### src/rtl/elevador_scheduler.sv
// SCAN floor-request scheduler: latches buttons, tracks floor from shaft pulses, drives motor/door.
// Optional ELEVADOR_WATCHDOG_EN adds a move watchdog that traps into a fault state until rst.
module elevador_scheduler #(
    parameter int unsigned N_FLOORS    = 4,
    parameter int unsigned DOOR_CYCLES = 50,
    parameter int unsigned WD_CYCLES   = 1000,
    localparam int unsigned FW         = $clog2(N_FLOORS)
) (
    input  logic                clk,
    input  logic                rst,
    input  logic [N_FLOORS-1:0] boton,
    input  logic                sensor_piso,
    output logic                Motorsubir,
    output logic                Motorbajar,
    output logic                puerta_abierta,
    output logic [FW-1:0]       piso_actual,
    output logic [N_FLOORS-1:0] pendientes,
    output logic                falla
);

    // Door timer and watchdog never run together, so they share one counter.
    localparam int unsigned CntMax = (DOOR_CYCLES > WD_CYCLES) ? DOOR_CYCLES : WD_CYCLES;
    localparam int unsigned CntW   = $clog2(CntMax + 1);

    typedef enum logic [2:0] {
        StIdle     = 3'd0,
        StMoveUp   = 3'd1,
        StMoveDown = 3'd2,
        StDoorOpen = 3'd3,
        StFault    = 3'd4
    } state_e;

    state_e              state_q, state_d;
    logic [FW-1:0]       piso_q, piso_d;
    logic [N_FLOORS-1:0] pend_q, pend_d;
    logic                dir_q, dir_d;
    logic [CntW-1:0]     cnt_q, cnt_d;
    logic                mup_q, mup_d, mdn_q, mdn_d, door_q, door_d;

    logic [N_FLOORS-1:0] req_all;
    logic [FW-1:0]       piso_up, piso_dn;
    logic                above, below, above_up, below_dn;

    always_comb begin
        req_all  = pend_q | boton;
        piso_up  = (piso_q == FW'(N_FLOORS - 1)) ? piso_q : piso_q + 1'b1;
        piso_dn  = (piso_q == '0) ? piso_q : piso_q - 1'b1;
        above    = 1'b0;
        below    = 1'b0;
        above_up = 1'b0;
        below_dn = 1'b0;
        for (int unsigned i = 0; i < N_FLOORS; i++) begin
            if (FW'(i) > piso_q && pend_q[i]) above = 1'b1;
            if (FW'(i) < piso_q && pend_q[i]) below = 1'b1;
            if (FW'(i) > piso_up && req_all[i]) above_up = 1'b1;
            if (FW'(i) < piso_dn && req_all[i]) below_dn = 1'b1;
        end
    end

    always_comb begin
        state_d = state_q;
        piso_d  = piso_q;
        dir_d   = dir_q;
        cnt_d   = cnt_q;
        pend_d  = req_all;

        unique case (state_q)
            StIdle: begin
                if (boton[piso_q] || pend_q[piso_q]) begin
                    state_d = StDoorOpen;
                end else if (above && (dir_q || !below)) begin
                    state_d = StMoveUp;
                    dir_d   = 1'b1;
                    cnt_d   = '0;
                end else if (below) begin
                    state_d = StMoveDown;
                    dir_d   = 1'b0;
                    cnt_d   = '0;
                end
            end
            StMoveUp: begin
                if (sensor_piso) begin
                    piso_d = piso_up;
                    cnt_d  = '0;
                    if (req_all[piso_up]) state_d = StDoorOpen;
                    else if (!above_up)   state_d = StIdle;
                end
`ifdef ELEVADOR_WATCHDOG_EN
                else if (cnt_q == CntW'(WD_CYCLES - 1)) state_d = StFault;
                else cnt_d = cnt_q + 1'b1;
`endif
            end
            StMoveDown: begin
                if (sensor_piso) begin
                    piso_d = piso_dn;
                    cnt_d  = '0;
                    if (req_all[piso_dn]) state_d = StDoorOpen;
                    else if (!below_dn)   state_d = StIdle;
                end
`ifdef ELEVADOR_WATCHDOG_EN
                else if (cnt_q == CntW'(WD_CYCLES - 1)) state_d = StFault;
                else cnt_d = cnt_q + 1'b1;
`endif
            end
            StDoorOpen: begin
                if (boton[piso_q])    cnt_d = CntW'(DOOR_CYCLES - 1);
                else if (cnt_q == '0) state_d = StIdle;
                else                  cnt_d = cnt_q - 1'b1;
            end
            StFault: state_d = StFault;
            default: state_d = StIdle;
        endcase

        // Arriving at a stop (or re-pressing while open) serves the current floor.
        if (state_d == StDoorOpen) begin
            pend_d[piso_d] = 1'b0;
            if (state_q != StDoorOpen) cnt_d = CntW'(DOOR_CYCLES - 1);
        end

        mup_d  = (state_d == StMoveUp);
        mdn_d  = (state_d == StMoveDown);
        door_d = (state_d == StDoorOpen);
    end

    always_ff @(posedge clk) begin
        if (rst) begin
            state_q <= StIdle;
            piso_q  <= '0;
            pend_q  <= '0;
            dir_q   <= 1'b1;
            cnt_q   <= '0;
            mup_q   <= 1'b0;
            mdn_q   <= 1'b0;
            door_q  <= 1'b0;
        end else begin
            state_q <= state_d;
            piso_q  <= piso_d;
            pend_q  <= pend_d;
            dir_q   <= dir_d;
            cnt_q   <= cnt_d;
            mup_q   <= mup_d;
            mdn_q   <= mdn_d;
            door_q  <= door_d;
        end
    end

`ifdef ELEVADOR_WATCHDOG_EN
    logic falla_q;
    always_ff @(posedge clk) begin
        if (rst) falla_q <= 1'b0;
        else     falla_q <= (state_d == StFault);
    end
    assign falla = falla_q;
`else
    assign falla = 1'b0;
`endif

    assign Motorsubir     = mup_q;
    assign Motorbajar     = mdn_q;
    assign puerta_abierta = door_q;
    assign piso_actual    = piso_q;
    assign pendientes     = pend_q;

endmodule
### config.mk
export PLATFORM = sky130hd
export DESIGN_NAME = elevador_scheduler
export DESIGN_NICKNAME = d
export VERILOG_FILES = /design/src/rtl/elevador_scheduler.sv
export SDC_FILE = /design/constraint.sdc
export NUM_CORES = 1
export LEC_CHECK = 0
export BUFFER_PORTS_ARGS = -buffer_cell sky130_fd_sc_hd__buf_4
export CORE_UTILIZATION = 30
export CTS_CLUSTER_SIZE = 20
export DETAILED_ROUTE_END_ITERATION = 10
export GPL_TIMING_DRIVEN = 0
export PLACE_DENSITY = 0.51
export RECOVER_POWER = 50
export SYNTH_ARGS = -nofsm -noshare
export SYNTH_HDL_FRONTEND = slang
export SYNTH_SLANG_ARGS = --single-unit
### constraint.sdc
create_clock -name clk -period 1.92 [get_ports clk]
set_input_delay 0.192 -clock clk [delete_from_list [all_inputs] [get_ports clk]]
set_output_delay 0.192 -clock clk [all_outputs]
set_load 0.02 [all_outputs]
## Word level (Yosys, flattened, before mapping)

Index checks and enable logic that the tools add are counted.

- Flip-flop bits (word level): 23
- Input port bits: 7
- Output and inout bits: 10
- Word-level logic and storage cells: 127

- Add/sub/neg operators: 3
- Order comparisons: 21
- Eq/ne operators: 9
- Mux-type cells: 55
- Bitwise logic cells: 4
- Reduce and logical (&&, ||, !) cells: 27

Operators by type and width:

| kind | number |
|---|---|
| $mux 10 | 8 |
| $mux 3 | 11 |
| $pmux 10 s3 | 1 |
| $mux 1 | 23 |
| $logic_and 1x1->1 | 18 |
| $pmux 3 s5 | 1 |
| $eq 3x2->1 const B | 4 |
| $lt 2x3->1 const B | 4 |
| $logic_not 10->1 | 1 |
| $sub 10x1->10 const B | 1 |
| $bmux 1 s2 | 4 |
| $gt 1x2->1 const A | 4 |
| $gt 2x2->1 const A | 4 |
| $lt 1x2->1 const A | 4 |
| $lt 2x2->1 const A | 4 |
| $mux 2 | 4 |
| $eq 3x1->1 const B | 2 |
| $and 4x4->4 | 1 |
| $mux 4 | 1 |
| $not 4->4 | 1 |
| $or 4x4->4 | 1 |
| $pmux 2 s2 | 1 |
| $eq 3x3->1 const B | 1 |
| $logic_not 3->1 | 1 |
| other kinds (13) | 14 |

## Longest topological paths before layout

- Word-level depth: 14
- Depth in mapped cells: 7
- Depth with buffers taken out: 7

## Least setup slack after synthesis

OpenSTA, ideal clock, no wires.

- Kind: reg-to-reg
- Start: reg piso_q[1], in the netlist piso_actual[1]
- End: reg cnt_q[4]
- Library setup time: 0.140 ns
- Data arrival time: 1.962 ns
- Data required time: 1.780 ns
- Setup slack: -0.182 ns
- Cell stages (with the launch flop): 7
- Path buffers: 1
- Clock period less this slack: 2.102 ns
- Cells stage by stage: dfxtp_1 buf_2 mux4_2 nor2_4 a31oi_1 o311ai_0 o211ai_1

- Word-level cells in the longest chain between the ends: 14
- Elaborated cells on any way between the ends: 85
- Those cells by class: add/sub: 2; order compare: 16; eq/ne: 2; mux: 44; reduce/logical: 21

RTL lines:

| item | RTL line | RTL |
|---|---|---|
| start: declaration | 34 | `logic [FW-1:0] piso_q, piso_d;` |
| start signal: assignment | 137 | `piso_q <= piso_d;` |
| $sub 2x1->2, or another cell as far along | 47 | `piso_dn = (piso_q == '0) ? piso_q : piso_q - 1'b1;` |
| $mux 2, or another cell as far along | 47 |  |
| $lt 1x2->1, or another cell as far along | 56 | `if (FW'(i) < piso_dn && req_all[i]) below_dn = 1'b1;` |
| $logic_and 1x1->1, or another cell as far along | 56 |  |
| $mux 1, on equally long branches (2 in a row) | 56, 54, 55 |  |
| $mux 1, or another cell as far along (2 in a row) | 56 |  |
| $mux 3, or another cell as far along | 98 | `else if (!below_dn) state_d = StIdle;` |
| $mux 3, or another cell as far along | 97 | `if (req_all[piso_dn]) state_d = StDoorOpen;` |
| $mux 3, or another cell as far along | 94 | `if (sensor_piso) begin` |
| $pmux 3 s5 / $pmux 10 s3 (equally long branches) | 67 | `unique case (state_q)` |
| $eq 3x2->1 / $mux 10 (equally long branches) | 115, 117 |  |
| $mux 10 * | 115 | `if (state_d == StDoorOpen) begin` |
| end signal: assignment | 140 | `cnt_q <= cnt_d;` |
| end: declaration | 37 | `logic [CntW-1:0] cnt_q, cnt_d;` |

Every way passes the cells marked *; elsewhere a longest branch is shown, timed or not. The select of a mux whose other input is x is not followed.
A chain may end at the register's enable or synchronous reset.

## Worst setup path after layout

Ends and elaborated chain as after synthesis.

==> results.cfg <==
[cells_and_area]
fill_cells = 494
drive_above_1_share_pct = 31.3
area_delta_synth_final_pct = 33.0
nets = 242
antenna_cells = 0
stdcell_area_um2 = 2070

[timing]
worst_pin_slew_ns = 0.747
period_share_pct = 99.7
rsz0062_at_grt = true
max_freq_mhz = 522
period_minus_slack_ns = 1.91
finalHoldViolCount = 0
final.setup_skew_ns = 0.00522
drv_slew = 0
hold_ws_ns = 0.225
setup_viol_count_final = 0
maxSlewHeadroom_pct = 48.9

[power]
power_density_nw_per_um2 = 1400
p_comb_share_pct = 64.7
sw_frac_of_total_pct = 45.8
p_leak_nw = 0.821
seqPwrFrac_pct = 24.2
power.switching_w = 0.00132
p_int_w = 0.00156
clkPwrFrac_pct = 11.1
peakVddDrop_mv = 0.615

[floorplan]
die_h_um = 74.0
coreArea_um2 = 4850
ios = 17
start_util_pct = 32.1
die_w_um = 74.0
num_rows = 25
die-area_um2 = 5470

[route]
via_per_inst = 5.48
first_iter_violations = 55
dr.pass1.iters = 4
drc = 0
vias = 1644
wl_um = 4480
ant_nets = 0
wl_per_cell_um = 14.9

[worst_setup_path]
worstPathArrival_ns = 2.07
critical-path-top-delay-family = multiplexers
critical_path_buf_inv_count = 1
worst_path_max_delay_cell = mux4_2
startpoint_type = flop
cp_slowest_stage_delay_ns = 0.58
cp_max_fo = 8
cp-end-kind = flop
crit_chain = buf_6, mux4_2, nor2_4, a31oi_4, o311ai_2, o211ai_1
critPathRequiredTime_ns = 2.07
crit_type = reg2reg

[global_route]
antenna_found_initial = 0
grt_pass1_wl_um = 7240
grt_overflow = 0
grt.total_usage_pct = 17.0
grt_pass1_vias = 1486
grt_max_degree = 14

[cts]
cts_buffers = 3
cts.htree.levels = 1
cts_tree = yes
clock_path_buffers = 2
hold_buffers = 0
cts.sinks = 23
path_clk_slew_ns = 0.09
clock-root-buffer = clkbuf_8
clk_latency_ns = 0.27

[synthesis]
synth_warnings = 0
ys_seq_area_share_pct = 29.6
synth_edf_count = 0
synth_common_cells = dfxtp_1, a21oi_1, nor2_1
synth.distinct_cells = 55
async_reset_ff_share_pct = 0
synth_nets = 206
synth_seq_cells = 23
syn_area_per_cell_um2 = 7.85
synth.top_cells.by_area = dfxtp_1, a21oi_1, nor2_1
syn_inst = 198
yosys.area.top_type = dfxtp_1
yosysMostFrequentCell = dfxtp_1
synth_flop_cell = dfxtp_1
yosysTopAreaCellShare_pct = 29.6
syn_area_um2 = 1550

[hold_path]
hp-class = in2reg

[placed_design]
io_buffers = 15
dp_hpwl_um = 3080
gp_congestion = 0.797
postPlaceCellArea_um2 = 1760

[job]
cap_violations = 0

[status]
status = finished, final reports clean
==> power groups by stage <==
stage	combinational, W	clock, W	sequential (W)
after floorplan	0.000980	0	0.000740
after global placement	0.00140	0	0.000711
after detailed placement	0.00140	0	0.000709
after CTS	0.00162	0.000330	0.000693
after global routing	0.00204	0.000349	0.000717
final	0.00187	0.000320	0.000699
==> per-stage QoR <==
step	util [%]	setup TNS, ns	worst slack, ns	total power [W]	instances
floorplan	-	0	0.0161	0.00172	198
global placement	36.4	-5.08	-0.397	0.00211	280
detailed placement	36.4	-4.81	-0.340	0.00211	280
CTS	39.7	-0.0277	-0.0277	0.00265	289
global route	42.6	-0.270	-0.0713	0.00311	300
finish	42.6	0	0.00514	0.00289	300
==> flip-flops by register name, indices dropped and copies added (netlist names) <==
signal,cells
cnt_q,10
Motorsubir,1
Motorbajar,1
state_q,3
dir_q,1
puerta_abierta,1
piso_actual,2
pendientes,4
==> metal layers <==
metal | track usage, % | wire length [um]
met4 | 3.21 | 40
met5 | 0 | 0
met2 | 27.8 | 2100
met1 | 24.2 | 2210
met3 | 2.17 | 131
==> cells by family after synthesis <==
family | Yosys count | synth area share, %
buf+inv | 18 | 5.47
flops | 23 | 29.6
other cells | 1 | 0.241
fa+ha+maj | 1 | 0.805
mux | 3 | 3.54
simple gates | 74 | 26.8
compound gates | 77 | 32.9
xor+xnor | 1 | 0.564
==> repair_timing <==
item                       in CTS  in global routing
gates resized for setup        16                 24
pin swaps                       7                 13
setup endpoints to repair      19                 20
buffers inserted                7                 11
==> worst reg2reg max path, delay by kind of cell, from the launching register on <==
family / cells / cell delay, ns
compound gates: 3 / 0.59
mux: 1 / 0.58
flops: 1 / 0.35
simple gates: 1 / 0.16
buf+inv: 1 / 0.12
==> final cells by class <==
| cell class | instances | area [um2] | area share (%) |
|---|---|---|---|
| multi-input combinational | 157 | 1140 | 55.4 |
| tap | 67 | 83.8 | 4.06 |
| clock inverter | 1 | 5.00 | 0.242 |
| inverter | 8 | 30.0 | 1.45 |
| timing repair buffer | 33 | 236 | 11.4 |
| sequential | 23 | 467 | 22.6 |
| clock buffer | 3 | 41.3 | 2.00 |
| buffer | 8 | 58.8 | 2.85 |
==> final timing paths <==
path | startpoint | to | slack, ns | cells after the start
max | piso_actual[1] | cnt_q[4] | 0.005 | 6
min | boton[1] | pendientes[1] | 0.22 | 3
max reg2reg | piso_actual[1] | cnt_q[4] | 0.005 | 6
min reg2reg | cnt_q[1] | cnt_q[1] | 0.50 | 2
==> cells in the final DEF, fill, tap and decap left out, drive strengths merged, types with 2 or more instances in the layout <==
master  count
o21bai      2
o21a        4
mux4        2
nand3b      2
inv         8
a21o        3
a311oi      4
nor3b       2
nor4b       2
and3        3
nand3       4
nand2b      7
nand2       8
nor3        8
o211ai      3
a31oi       6
nor2       20
or3         5
nor2b       2
a31o        2
a21boi      2
buf        34
o21ai      12
or2         2
and2        2
o31ai       7
clkbuf     10
dfxtp      23
a21oi      22
Power figures use the tool's default switching activity.
